==> config.mk <==
export PLATFORM = sky130hd
export DESIGN_NAME = reg_file_param
export DESIGN_NICKNAME = d
export VERILOG_FILES = /design/src/rtl/regfile_pkg.sv /design/src/rtl/rf_read_port.sv /design/src/rtl/reg_file_param.sv
export SDC_FILE = /design/constraint.sdc
export NUM_CORES = 1
export LEC_CHECK = 0
export ABC_CLOCK_PERIOD_IN_PS = 6100
export BUFFER_PORTS_ARGS = -buffer_cell sky130_fd_sc_hd__buf_4
export CAP_MARGIN = 20
export CORE_AREA = 3 3 181 95
export DETAILED_ROUTE_END_ITERATION = 12
export DIE_AREA = 0 0 184 98
export SLEW_MARGIN = 20
export SYNTH_ARGS = -nofsm -noshare
export SYNTH_HDL_FRONTEND = slang
export SYNTH_SLANG_ARGS = --single-unit
==> constraint.sdc <==
create_clock -name CLKb -period 6.1 [get_ports CLKb]
set_clock_uncertainty 0.2 [all_clocks]
set_input_delay 1.22 -clock CLKb [delete_from_list [all_inputs] [get_ports CLKb]]
set_output_delay 1.22 -clock CLKb [all_outputs]
set_load 0.02 [all_outputs]
==> src/rtl/regfile_pkg.sv <==
// Shared types and helpers for the parametrised register file.
package regfile_pkg;

  typedef enum logic {RF_CLEAR, RF_RUN} rf_state_t;

  // True when addr names a physically present entry.
  function automatic logic rf_addr_ok(input logic [31:0] addr, input int depth);
    return addr < 32'(depth);
  endfunction

endpackage

==> src/rtl/rf_read_port.sv <==
// One registered read port: source select (zero/range, write bypass, storage) and Q/QV registers.
module rf_read_port
  import regfile_pkg::*;
#(
  parameter int WIDTH   = 10,
  parameter int DEPTH   = 8,
  parameter int ZERO_R0 = 0,
  parameter int AW      = $clog2(DEPTH)
) (
  input  logic             clk,
  input  logic             rst,
  input  logic             run,
  input  logic             en,
  input  logic [AW-1:0]    addr,
  input  logic             wr_en,
  input  logic [AW-1:0]    wr_addr,
  input  logic [WIDTH-1:0] wr_data,
  input  logic [WIDTH-1:0] mem [DEPTH],
  output logic [WIDTH-1:0] q,
  output logic             qv
);

  logic             addr_ok;
  logic             zero_hit;
  logic [WIDTH-1:0] rd_data;

  assign addr_ok  = rf_addr_ok(32'(addr), DEPTH);
  assign zero_hit = (ZERO_R0 != 0) && (addr == '0);

  // wr_en already excludes dropped writes, so a bypass never forwards discarded data.
  always_comb begin
    rd_data = '0;
    if (!addr_ok || zero_hit) begin
      rd_data = '0;
    end else if (wr_en && (wr_addr == addr)) begin
      rd_data = wr_data;
    end else begin
      rd_data = mem[addr];
    end
  end

  always_ff @(posedge clk) begin
    if (rst) begin
      q  <= '0;
      qv <= 1'b0;
    end else if (run && en) begin
      q  <= rd_data;
      qv <= 1'b1;
    end else begin
      qv <= 1'b0;
    end
  end

endmodule

==> src/rtl/reg_file_param.sv <==
// WIDTH x DEPTH register file with one write port, NRD registered read ports and a
// post-reset clear sequencer that zeroes every entry before accesses are accepted.
module reg_file_param
  import regfile_pkg::*;
#(
  parameter int WIDTH   = 10,
  parameter int DEPTH   = 8,
  parameter int NRD     = 2,
  parameter int ZERO_R0 = 0,
  parameter int AW      = $clog2(DEPTH)
) (
  input  logic                 CLKb,
  input  logic                 RST,
  input  logic [WIDTH-1:0]     D,
  input  logic                 ENW,
  input  logic [AW-1:0]        WRA,
  input  logic [NRD-1:0]       ENR,
  input  logic [NRD*AW-1:0]    RDA,
  output logic [NRD*WIDTH-1:0] Q,
  output logic [NRD-1:0]       QV,
  output logic                 BUSY,
  output rf_state_t            dbg_state
);

  rf_state_t        state;
  logic [AW-1:0]    clr_ptr;
  logic [WIDTH-1:0] mem [DEPTH];
  logic             run;
  logic             wr_ok;

  assign run       = (state == RF_RUN);
  assign dbg_state = state;
  assign wr_ok     = run && !RST && ENW && rf_addr_ok(32'(WRA), DEPTH) &&
                     !((ZERO_R0 != 0) && (WRA == '0));

  // Clear sequencer: one entry per cycle, BUSY drops on the edge that clears the last entry.
  always_ff @(posedge CLKb) begin
    if (RST) begin
      state   <= RF_CLEAR;
      clr_ptr <= '0;
      BUSY    <= 1'b1;
    end else begin
      case (state)
        RF_CLEAR: begin
          clr_ptr <= clr_ptr + 1'b1;
          if (clr_ptr == AW'(DEPTH - 1)) begin
            state <= RF_RUN;
            BUSY  <= 1'b0;
          end
        end
        RF_RUN: begin
          state <= RF_RUN;
        end
        default: begin
          state <= RF_CLEAR;
          BUSY  <= 1'b1;
        end
      endcase
    end
  end

  always_ff @(posedge CLKb) begin
    if (!RST && (state == RF_CLEAR)) begin
      mem[clr_ptr] <= '0;
    end else if (wr_ok) begin
      mem[WRA] <= D;
    end
  end

  for (genvar k = 0; k < NRD; k++) begin : g_rd
    rf_read_port #(
      .WIDTH  (WIDTH),
      .DEPTH  (DEPTH),
      .ZERO_R0(ZERO_R0),
      .AW     (AW)
    ) u_port (
      .clk    (CLKb),
      .rst    (RST),
      .run    (run),
      .en     (ENR[k]),
      .addr   (RDA[k*AW +: AW]),
      .wr_en  (wr_ok),
      .wr_addr(WRA),
      .wr_data(D),
      .mem    (mem),
      .q      (Q[k*WIDTH +: WIDTH]),
      .qv     (QV[k])
    );
  end

endmodule

==> metrics.cfg <==
[critical_path]
cpMostUsedCell = nand2_1
start_kind = primary input
crit_start = WRA[1]
crit_buf_inv = 1
cp_max_fo = 11
cp.arrival_ns = 3.03
slowest_stage = a21oi_1
crit_family = simple AND/OR/NAND/NOR gates
required_ns = 5.87
path_cells = buf_4 > nand2_1 > nor2_1 > nand2_1 > a21oi_1
cp-end-kind = register
crit_type = primary input to register
max_stage_delay_ns = 0.81
reg2reg_from = dbg_state$_SDFF_PP0_

[place]
place_congestion = 0.863
placed_area_sq_um = 6370
preCtsSetupSlack_ns = 2.26
dp_hpwl_um = 12400
portBuffers = 47

[cells_and_area]
antenna_cells = 0
area_delta_synth_final_pct = 10.5
final_area_sq_um = 6680
fillers = 1404
multiInputGateArea_sq_um = 2810
regArea_sq_um = 2940
nNetsFinal = 505
layout-drive-gt1-share_pct = 19.6

[synthesis]
ys_warn_count = 0
synth_edf_count = 80
syn_avg_cell_area_sq_um = 12.8
synth_nets = 497
syn_area_sq_um = 6050
ys_seq_area_share_pct = 48.6
synth_cell_types = 51
synth-seq-cells = 107
async_flop_share_pct = 0
yosysTopAreaCellShare_pct = 39.7
ys.flop_type = edfxtp_1
yosysTopAreaCell = edfxtp_1
synthCells = 471
ys_top_cells_by_area = edfxtp_1 40%, dfxtp_1 8.9%, a22o_1 8.7%, mux4_1 8.7%, mux4_2 4.8%

[drt]
dr.pass1.iters = 5
drc = 0
drtIter0Drc = 569
vias_per_cell = 6.38
postRouteAntennaNets = 0
wl_per_cell_um = 24.9
drt_wl_total_um = 17100
vias = 4386

[timing]
rsz0062_at_grt = false
clock.fmax_ghz = 0.307
fin_ws_ns = 2.84
final_max_slew_viol_count = 0
setup_viol = 0
fin_hold_ws_ns = 0.269
tightestPinTransition_ns = 1.07
finalHoldViolCount = 0
fin_crit_sh_pct = 53.4
fin_crit_ns = 3.26
max_slew_margin_pct = 28.6
final.setup.tns_ns = 0

[global_routing]
grt_max_degree = 30
antenna_found_initial = 1
first_global_vias = 3871
overflow = 0
track_usage_pct = 19.0
grt_pass1_wl_um = 25800

[cts]
worstSkewPairLatency_ns = 0.35
clk_pin_slew_ns = 0.08
cts_root_buf = clkbuf_16
postCtsSetupBuffers = 0
htreeDepth = 3
clock_path_buffers = 2
cts_resized = 0
hold_buffers = 0
cts_sinks = 107
cts_tree = built
cts-buffers-inserted = 9

[run]
maxCapViolCount = 0

[floorplanning]
die_w_um = 184
dieArea_sq_um = 18000
core_region_area_sq_um = 15500
ioPinCount = 48
start_util_pct = 39.2
row_count = 32
dieHeight_um = 98

[run_status]
outcome = complete, no violations

[power]
power_density_nw_per_um2 = 255
peakVddDrop_uv = 140
leakagePower_nw = 2.52

[hold_path]
min_path_type = register to register
hold_path_startpoint = BUSY$_SDFFE_PP1P_

==> routing by layer <==
layer  track usage, %  up-vias  routed length (um)
met2             24.2      302                6640
met5                0        -                  20
met3             4.54       12                2090
met1             32.2     2163                8230
met4             2.96        2                 133
li1                 -     1907                   -
==> flip-flops by register name (all words and copies together), names as in the netlist <==
signal	count
mem	80
g_rd.u_port.q	20
clr_ptr	3
g_rd.u_port.qv	2
BUSY	1
dbg_state	1
==> final timing paths <==
check / cells past startpoint / slack [ns] / endpoint
worst min register to register: 1 / 0.27 / BUSY$_SDFFE_PP1P_
worst min-delay path: 1 / 0.27 / BUSY$_SDFFE_PP1P_
worst max-delay path: 5 / 2.84 / mem[45]$_DFFE_PP_
worst max register to register: 4 / 3.19 / mem[46]$_DFFE_PP_
==> cell type report <==
class,instances,area share (%)
Multi-Input combinational cell,308,42.1
Clock buffer,10,3.58
Clock inverter,6,0.711
Inverter,3,0.168
Timing Repair Buffer,50,5.62
Tap cell,204,3.82
Sequential cell,107,44.0
==> cells in the final DEF, fill, tap and decap left out, types with 2 or more instances in the layout <==
master     instances
a21oi_1           12
a21oi_2            2
a22o_1            60
a22oi_1           10
a2bb2oi_1          2
a31oi_2            4
a32oi_1           10
and2_0            10
and3b_1            4
buf_4             49
clkbuf_16          9
dfxtp_1           27
edfxtp_1          80
ha_1               2
inv_1              3
mux2i_1           29
mux4_1            20
mux4_2            13
nand2_1           38
nand2b_1           2
nand3_1            4
nor2_1             9
nor2b_1            2
nor3_1             4
nor3b_1            3
nor3b_2            2
nor4_4             2
o21ai_0           39
o31a_1             3
o31ai_1            2
xor2_1             6
==> where the power goes <==
part | internal, W | leakage [nW] | switching (W)
Combinational | 0.000105 | 1.34 | 0.000137
Clock | 0.000293 | 0.141 | 0.000281
Sequential | 0.000838 | 1.04 | 0.0000512
==> through the flow <==
stage	utilization (%)	power [W]	instances
after floorplan	-	0.00106	471
after global placement	41.2	0.00113	671
after detailed placement	41.2	0.00114	671
after CTS	43.1	0.00170	687
after global routing	43.2	0.00176	688
final	43.2	0.00171	688
==> Yosys cell counts, drive strengths merged (3+ instances only) <==
library cell	number
xor2	7
o31a	3
inv	3
o21ai	39
nand3	4
edfxtp	80
a31oi	4
and2	10
and3b	4
mux2i	29
o31ai	3
nor3b	5
mux4	33
nor2	10
nor3	4
nand2	39
a22o	60
a32oi	10
clkbuf	25
a21oi	14
a22oi	10
dfxtp	27
buf	28
==> logic make-up after synthesis <==
logic type      share of synthesized area [%]
simple gates                             7.86
compound gates                           18.0
flops                                    48.6
fa+ha+maj                               0.413
buf+inv                                  5.42
xor+xnor                                 1.14
mux                                      18.5
Power figures use the tool's default switching activity.
